<file path="config.mk">
export PLATFORM = sky130hd
export DESIGN_NAME = svc_rv_dmem_arb
export DESIGN_NICKNAME = d
export VERILOG_FILES = /design/src/rtl/svc_rv_dmem_arb_pkg.sv /design/src/rtl/svc_rv_dmem_arb.sv
export SDC_FILE = /design/constraint.sdc
export NUM_CORES = 1
export LEC_CHECK = 0
export CELL_PAD_IN_SITES_DETAIL_PLACEMENT = 0
export CELL_PAD_IN_SITES_GLOBAL_PLACEMENT = 1
export CORE_AREA = 2 2 159 161
export CTS_BUF_LIST = sky130_fd_sc_hd__clkbuf_8
export DETAILED_ROUTE_END_ITERATION = 7
export DIE_AREA = 0 0 161 163
export HOLD_SLACK_MARGIN = 0.08
export MAX_ROUTING_LAYER = met4
export PLACE_DENSITY = 0.7
export SETUP_SLACK_MARGIN = 0.02
export SYNTH_ARGS = -nofsm -noshare
export SYNTH_HDL_FRONTEND = slang
export SYNTH_SLANG_ARGS = --single-unit
export TNS_END_PERCENT = 30
</file>
<file path="constraint.sdc">
create_clock -name clk -period 2.1 [get_ports clk]
set_input_delay 0.315 -clock clk [delete_from_list [all_inputs] [get_ports clk]]
set_output_delay 0.315 -clock clk [all_outputs]
set_load 0.005 [all_outputs]
</file>
<file path="src/rtl/svc_rv_dmem_arb_pkg.sv">
// Shared definitions for the data-memory arbiter: memory-type selectors and
// the read-response owner encoding.
package svc_rv_dmem_arb_pkg;

    localparam int MEM_TYPE_SRAM = 0;
    localparam int MEM_TYPE_BRAM = 1;

    typedef enum logic [1:0] {
        RSP_NONE = 2'd0,
        RSP_CPU  = 2'd1,
        RSP_DBG  = 2'd2
    } rsp_own_t;

endpackage

</file>
<file path="src/rtl/svc_rv_dmem_arb.sv">
// Shares one data-memory port between the CPU MEM stage and a debug/DMA master.
// Define SVC_RV_DMEM_ARB_STATS_EN to enable the conflict_cnt statistics counter.
module svc_rv_dmem_arb
    import svc_rv_dmem_arb_pkg::*;
#(
    parameter int MEM_TYPE     = MEM_TYPE_SRAM,
    parameter int STARVE_LIMIT = 4
) (
    input  logic        clk,
    input  logic        rst_n,

    input  logic        cpu_ren,
    input  logic [31:0] cpu_raddr,
    input  logic        cpu_we,
    input  logic [31:0] cpu_waddr,
    input  logic [31:0] cpu_wdata,
    input  logic [3:0]  cpu_wstrb,
    output logic [31:0] cpu_rdata,
    output logic        cpu_stall,

    input  logic        dbg_valid,
    output logic        dbg_ready,
    input  logic        dbg_we,
    input  logic [31:0] dbg_addr,
    input  logic [31:0] dbg_wdata,
    input  logic [3:0]  dbg_wstrb,
    output logic        dbg_rvalid,
    output logic [31:0] dbg_rdata,

    output logic        mem_ren,
    output logic [31:0] mem_raddr,
    input  logic [31:0] mem_rdata,
    output logic        mem_we,
    output logic [31:0] mem_waddr,
    output logic [31:0] mem_wdata,
    output logic [3:0]  mem_wstrb,

    output logic [31:0] conflict_cnt
);

    localparam logic [7:0] LIMIT = 8'(STARVE_LIMIT);

    logic       cpu_req;
    logic       grant_dbg;
    logic       grant_cpu;
    logic [7:0] starve_cnt;
    rsp_own_t   rsp_own;
    logic [31:0] cpu_hold;
    logic       cpu_data_here;

    assign cpu_req = cpu_ren | cpu_we;

    // Grants are gated by rst_n so the memory port stays quiet while in reset.
    assign grant_dbg = rst_n & dbg_valid & (!cpu_req | (starve_cnt == LIMIT));
    assign grant_cpu = rst_n & cpu_req & !grant_dbg;

    assign dbg_ready = grant_dbg;
    assign cpu_stall = cpu_req & grant_dbg;

    always_comb begin
        mem_ren   = 1'b0;
        mem_raddr = '0;
        mem_we    = 1'b0;
        mem_waddr = '0;
        mem_wdata = '0;
        mem_wstrb = '0;
        if (grant_cpu) begin
            mem_ren   = cpu_ren;
            mem_raddr = cpu_raddr;
            mem_we    = cpu_we;
            mem_waddr = cpu_waddr;
            mem_wdata = cpu_wdata;
            mem_wstrb = cpu_wstrb;
        end else if (grant_dbg) begin
            mem_ren   = !dbg_we;
            mem_raddr = dbg_addr;
            mem_we    = dbg_we;
            mem_waddr = dbg_addr;
            mem_wdata = dbg_wdata;
            mem_wstrb = dbg_wstrb;
        end
    end

    always_ff @(posedge clk or negedge rst_n) begin
        if (!rst_n) begin
            starve_cnt <= '0;
        end else if (dbg_valid && cpu_req && !grant_dbg) begin
            if (starve_cnt != LIMIT) starve_cnt <= starve_cnt + 8'd1;
        end else begin
            starve_cnt <= '0;
        end
    end

    always_ff @(posedge clk or negedge rst_n) begin
        if (!rst_n) begin
            rsp_own <= RSP_NONE;
        end else if (grant_cpu && cpu_ren) begin
            rsp_own <= RSP_CPU;
        end else if (grant_dbg && !dbg_we) begin
            rsp_own <= RSP_DBG;
        end else begin
            rsp_own <= RSP_NONE;
        end
    end

    // SRAM routes on the live grant; BRAM routes on who issued last cycle's read.
    always_comb begin
        dbg_rdata = mem_rdata;
        if (MEM_TYPE == MEM_TYPE_BRAM) begin
            dbg_rvalid    = (rsp_own == RSP_DBG);
            cpu_data_here = (rsp_own == RSP_CPU);
            cpu_rdata     = (rsp_own == RSP_CPU) ? mem_rdata : cpu_hold;
        end else begin
            dbg_rvalid    = grant_dbg & !dbg_we;
            cpu_data_here = grant_cpu & cpu_ren;
            cpu_rdata     = grant_cpu ? mem_rdata : cpu_hold;
        end
    end

    always_ff @(posedge clk or negedge rst_n) begin
        if (!rst_n) begin
            cpu_hold <= '0;
        end else if (cpu_data_here) begin
            cpu_hold <= mem_rdata;
        end
    end

`ifdef SVC_RV_DMEM_ARB_STATS_EN
    logic [31:0] conflict_q;

    always_ff @(posedge clk or negedge rst_n) begin
        if (!rst_n) begin
            conflict_q <= '0;
        end else if (cpu_req && dbg_valid) begin
            conflict_q <= conflict_q + 32'd1;
        end
    end

    assign conflict_cnt = conflict_q;
`else
    assign conflict_cnt = '0;
`endif

endmodule

</file>
* Word-level counts from Yosys, hierarchy flattened
Cells that the tools add are included.
** Operators by class
- Bitwise operators :: 9
- Muxes and demuxes :: 14
- Equal/unequal tests :: 3
- Reduce and logical (&&, ||, !) cells :: 5
- Add/sub/neg operators :: 1
** Operators by type and width (number)
- 2-to-1 mux 32 bit :: 6
- 2-to-1 mux 8 bit :: 2
- adder 8 x 1 -> 8 bit (second input constant) :: 1
- == test 8 x 3 -> 1 bit (second input constant) :: 1
- 2-to-1 mux 4 bit :: 2
- != test 8 x 3 -> 1 bit (second input constant) :: 1
- AND 1 bit :: 7
- 2-to-1 mux 1 bit :: 4
- zero test 1 bit :: 3
- logical AND 1 bit :: 2
- != test 2 x 1 -> 1 bit (second input constant) :: 1
- bitwise OR 1 bit :: 2
** Storage, ports and cells
- Bits of input ports :: 206
- Word-level logic and storage cells :: 34
- Output and inout port bits :: 201
- Register bits :: 40

* Longest topological paths before layout
- Word-level depth :: 7
- Mapped depth :: 8
- Depth with buffers taken out :: 5

* Worst setup path after synthesis
Ideal clock, no wire load.
- Path kind :: reg2out
- From :: register starve_cnt[0]
- To :: output port cpu_rdata[10]
- Path slack :: -90 ps
- Arrival :: 1875 ps
- Path buffers :: 2
- Required time :: 1785 ps
- Stages on the path, launching flop included :: 8
- Cells stage by stage :: dfrtp_1 > inv_1 > ha_1 > nor4bb_1 > buf_2 > a311oi_4 > buf_2 > mux2_2
** Between the ends
- Longest elaborated chain between the ends :: 6
** Ends and longest elaborated chain
- from (decl) :: RTL line svc_rv_dmem_arb.sv:46 : logic [7:0] starve_cnt;
- from (signal assigned) :: RTL line svc_rv_dmem_arb.sv:88 : if (starve_cnt != LIMIT) starve_cnt <= starve_cnt + 8'd1;
- == test 8 x 3 -> 1 bit :: RTL line svc_rv_dmem_arb.sv:54 : assign grant_dbg = rst_n & dbg_valid & (!cpu_req | (starve_cnt == LIMIT));
- bitwise OR 1 bit :: RTL line svc_rv_dmem_arb.sv:54
- AND 1 bit :: RTL line svc_rv_dmem_arb.sv:54
- zero test 1 bit :: RTL line svc_rv_dmem_arb.sv:55 : assign grant_cpu = rst_n & cpu_req & !grant_dbg;
- AND 1 bit :: RTL line svc_rv_dmem_arb.sv:55
- 2-to-1 mux 32 bit :: RTL line svc_rv_dmem_arb.sv:116 : cpu_rdata = grant_cpu ? mem_rdata : cpu_hold;
- to (decl) :: RTL line svc_rv_dmem_arb.sv:18 : output logic [31:0] cpu_rdata,
No other way between the ends.

* Worst setup path after layout
- From :: register starve_cnt[0]
- To :: output port mem_waddr[27]
** Between the ends
- Longest elaborated chain between the ends :: 6
- Elaborated cells on any way between the ends :: 7
- Those cells by class :: eq/ne: 1; mux: 2; bitwise: 3; reduce/logical: 1
** Ends and longest elaborated chain
- == test 8 x 3 -> 1 bit * :: RTL line svc_rv_dmem_arb.sv:54
- bitwise OR 1 bit * :: RTL line svc_rv_dmem_arb.sv:54
- AND 1 bit * :: RTL line svc_rv_dmem_arb.sv:54
- zero test 1 bit :: RTL line svc_rv_dmem_arb.sv:55
- AND 1 bit :: RTL line svc_rv_dmem_arb.sv:55
- 2-to-1 mux 32 bit * :: RTL line svc_rv_dmem_arb.sv:67 : if (grant_cpu) begin
- to (decl) :: RTL line svc_rv_dmem_arb.sv:34 : output logic [31:0] mem_waddr,
Mark *: on every way between the ends. The rest lies on a longest branch, timed or not.

==> metrics.txt <==
status finished with violations; failing checks negative setup slack; Final Hold Fails 0; Via Count 4657; sw frac around 30%; power share of the combinational group between 50% and 60%; remaining antenna violation count after routing 0; final worst clock skew roughly 0.0095 ns; Gate Count Post-Synth 369; Reg2Reg Launch Point starve_cnt[0]; RR Endpoint cpu_hold[24]; Worst Path Class, Setup flop to output port; Worst Path Required 1.78 ns; Final Net Count a little under 1000; share of post-route cells with drive strength above 1 between 30% and 40%; die area 0.02624 mm^2; worst path cell trace inv_1 > ha_2 > nor4bb_4 > a311oi_4 > buf_4 > buf_4 > buf_4 > a32o_1 > clkdlybuf4s50_1; EDFF count, synth 0; Vias/cell 4.265; DR WL/cell ~18 um; storage element area about 0.001 mm^2; CP Data Arrival Time around 2.6 ns; PwrDens 389.9 mW/mm^2; final period utilization 138.4%; Worst Reg2Reg Path Length in Cells 9; Cell Area, Synth a little under 0.004 mm^2; max frequency 0.3441 GHz; last element of the critical path mem_waddr[27]; Synth Flop Type dfrtp_1; number of clock sinks 40; Final Non-Filler Cells ~1100; reg2reg setup slack -0.11 ns; Die Wd 161 um; CTS tree built; sequential power share 28.4%; IO Port Bufs between 300 and 400; CP Depth 9; critical path capture point type output port; Internal 2.275 mW; row count 58; CP most frequent cell buf_4; Pleak 3.529 nW; H-Tree Depth 2; GRT Resource Usage Total roughly 14%; DR iter-0 viols roughly 280; GP Congestion ~0.8; top cells by count, synth a32o_1, buf_4, dfrtp_1; WL final approximately 20000 um; pre-CTS setup slack -0.5991 ns; CTS clk-pin slew, worst paths 0.09 ns; critical path launch point starve_cnt[0]; synthesized flop and latch total 40; Slowest cell on crit path clkdlybuf4s50_1; GR Overflow Total 0; Synth-to-Final Area Change 113.6%; HP Class input pin to asynchronous set/reset pin; DRT Pass-1 Iters 4; clock root buffer clkbuf_8; syn avg cell area 10.54 um^2; footprint of the multi-input gates about 0.0025 mm^2; Async SR Flop Fraction 100.0%; NetSw approximately 0.96 mW; Setup TNS -76.52 ns; Initial Util approximately 16%; Overall Power between 3 and 4 mW; initial antenna violation count 1; critical path's largest stage delay roughly 0.46 ns; post-synth cell types 37; final setup vio count 163; crit path buf inv count 5; Residual DRC 0; largest area contributor in the netlist a32o_1; share of the synthesized area in the top cell type between 20% and 30%; Top delay family on crit path buffers and inverters; Clk Latency, worst-skew pair 0.30 ns; largest net degree at the start of global routing 45; vias in the first global route roughly 4500; crit-path max FO 4; Final Critical Period 2.906 ns; WHS 0.2053 ns; number of top-level pins between 400 and 500; Synth Warn # 0; Post-DP HPWL ~16000 um; sequential share of the synthesized area between 20 and 30%; RSZ-0062 raised after global routing yes; first-pass GRT wire length roughly 28000 um; CORE AREA about 0.025 mm^2; chip height between 150 and 200 um; worst setup margin -0.8064 ns; power share of the clock group about 17%; maximum vdd drop ~0.2 mV; Fill cells between 2000 and 3000; TritonCTS buffer count 5; top-count cell post-synth a32o_1; max-cap viol count 0; final-report max-slew violation count 0; total placed cells including tap cells roughly 1100; crit path launch type flop; top post-synthesis cells by area a32o_1, dfrtp_1, buf_4; Max clock buf depth 2
metal layers:
metal  vias up  part of all wire, %  GRT usage (%)
met5         -                    0              -
met4         0                  1.8          4.099
met3        19                  6.8          2.317
met2       252                   49          23.29
met1      2201                   42          17.46
li1       2185                    -              -
cells in the final DEF, fill, tap and decap left out, types with 2 or more instances in the layout:
cell type / n
clkdlybuf4s50_1: 268
a32o_1: 92
buf_4: 53
mux2_4: 51
buf_2: 41
dfrtp_1: 40
clkbuf_2: 33
conb_1: 32
buf_6: 16
buf_12: 16
clkdlybuf4s15_1: 13
clkdlybuf4s15_2: 13
mux2_1: 10
a32o_2: 8
a21oi_1: 7
clkbuf_8: 6
o21ai_0: 5
nand3_1: 5
inv_1: 4
or3_1: 4
nor2_1: 3
nand2_1: 3
mux2_2: 3
dlygate4sd2_1: 3
o21ai_1: 2
nor3_1: 2
clkinvlp_4: 2
clkbuf_16: 2
how the worst min path moves through the flow:
stage	start	to	cells past startpoint
global route	rst_n	cpu_hold[7]	3
floorplan	rst_n	cpu_hold[0]	0
CTS	rst_n	cpu_hold[10]	3
detailed placement	rst_n	starve_cnt[0]	2
global placement	rst_n	starve_cnt[0]	2
finish	rst_n	cpu_hold[10]	3
area by class of cell:
class / instances / share of cell area, %
timing repair buffer: 459 / 51.95
multi-input combinational: 250 / 29.64
sequential: 40 / 12.05
tap: 330 / 4.972
clock buffer: 6 / 0.9944
clock inverter: 2 / 0.1808
inverter: 4 / 0.1808
antenna: 1 / 0.03013
what timing repair did:
item,4_1_cts,5_1_grt
pin swaps,14,3
setup buffers,0,13
hold endpoints to repair,5,0
gates resized for setup,229,113
endpoints found under the setup margin,163,163
cloned,0,3
hold buffers,1,0
cell families after synthesis:
group                      after synthesis  share of synthesized area, %
AOI/OAI and AO/OA                      124                         30.42
xor gates and xnor gates                 1                        0.2253
adders and majority gates                2                        0.6436
buffers and inverters                  110                         18.18
DFF                                     40                         25.75
muxes                                   64                         20.47
other                                    1                       0.09646
and+or+nand+nor                         27                         4.216
power by group through the flow:
stage / Combinational (mW) / Clock [mW] / Sequential, mW
final: 1.76 / 0.564 / 0.919
after global routing: 1.87 / 0.622 / 0.935
after CTS: 1.79 / 0.600 / 0.919
after detailed placement: 1.83 / 0 / 0.934
after global placement: 1.83 / 0 / 0.933
after floorplan: 0.716 / 0 / 0.924
sequential cells by signal (all words and copies together) (netlist names):
| register | flops |
|---|---|
| cpu_hold | 32 |
| starve_cnt | 8 |
worst min-delay path, stage by stage:
cell,delay (ns)
buf_2,0.09
buf_4,0.14
buf_4,0.41
through the flow:
stage / instance area, um^2 / util [%]
after floorplan: 4141 / -
after global placement: 8307 / 33.67
after detailed placement: 8307 / 33.67
after CTS: 8356 / 33.86
after global routing: 8304 / 33.66
final: 8304 / 33.66
Power figures use the tool's default switching activity.
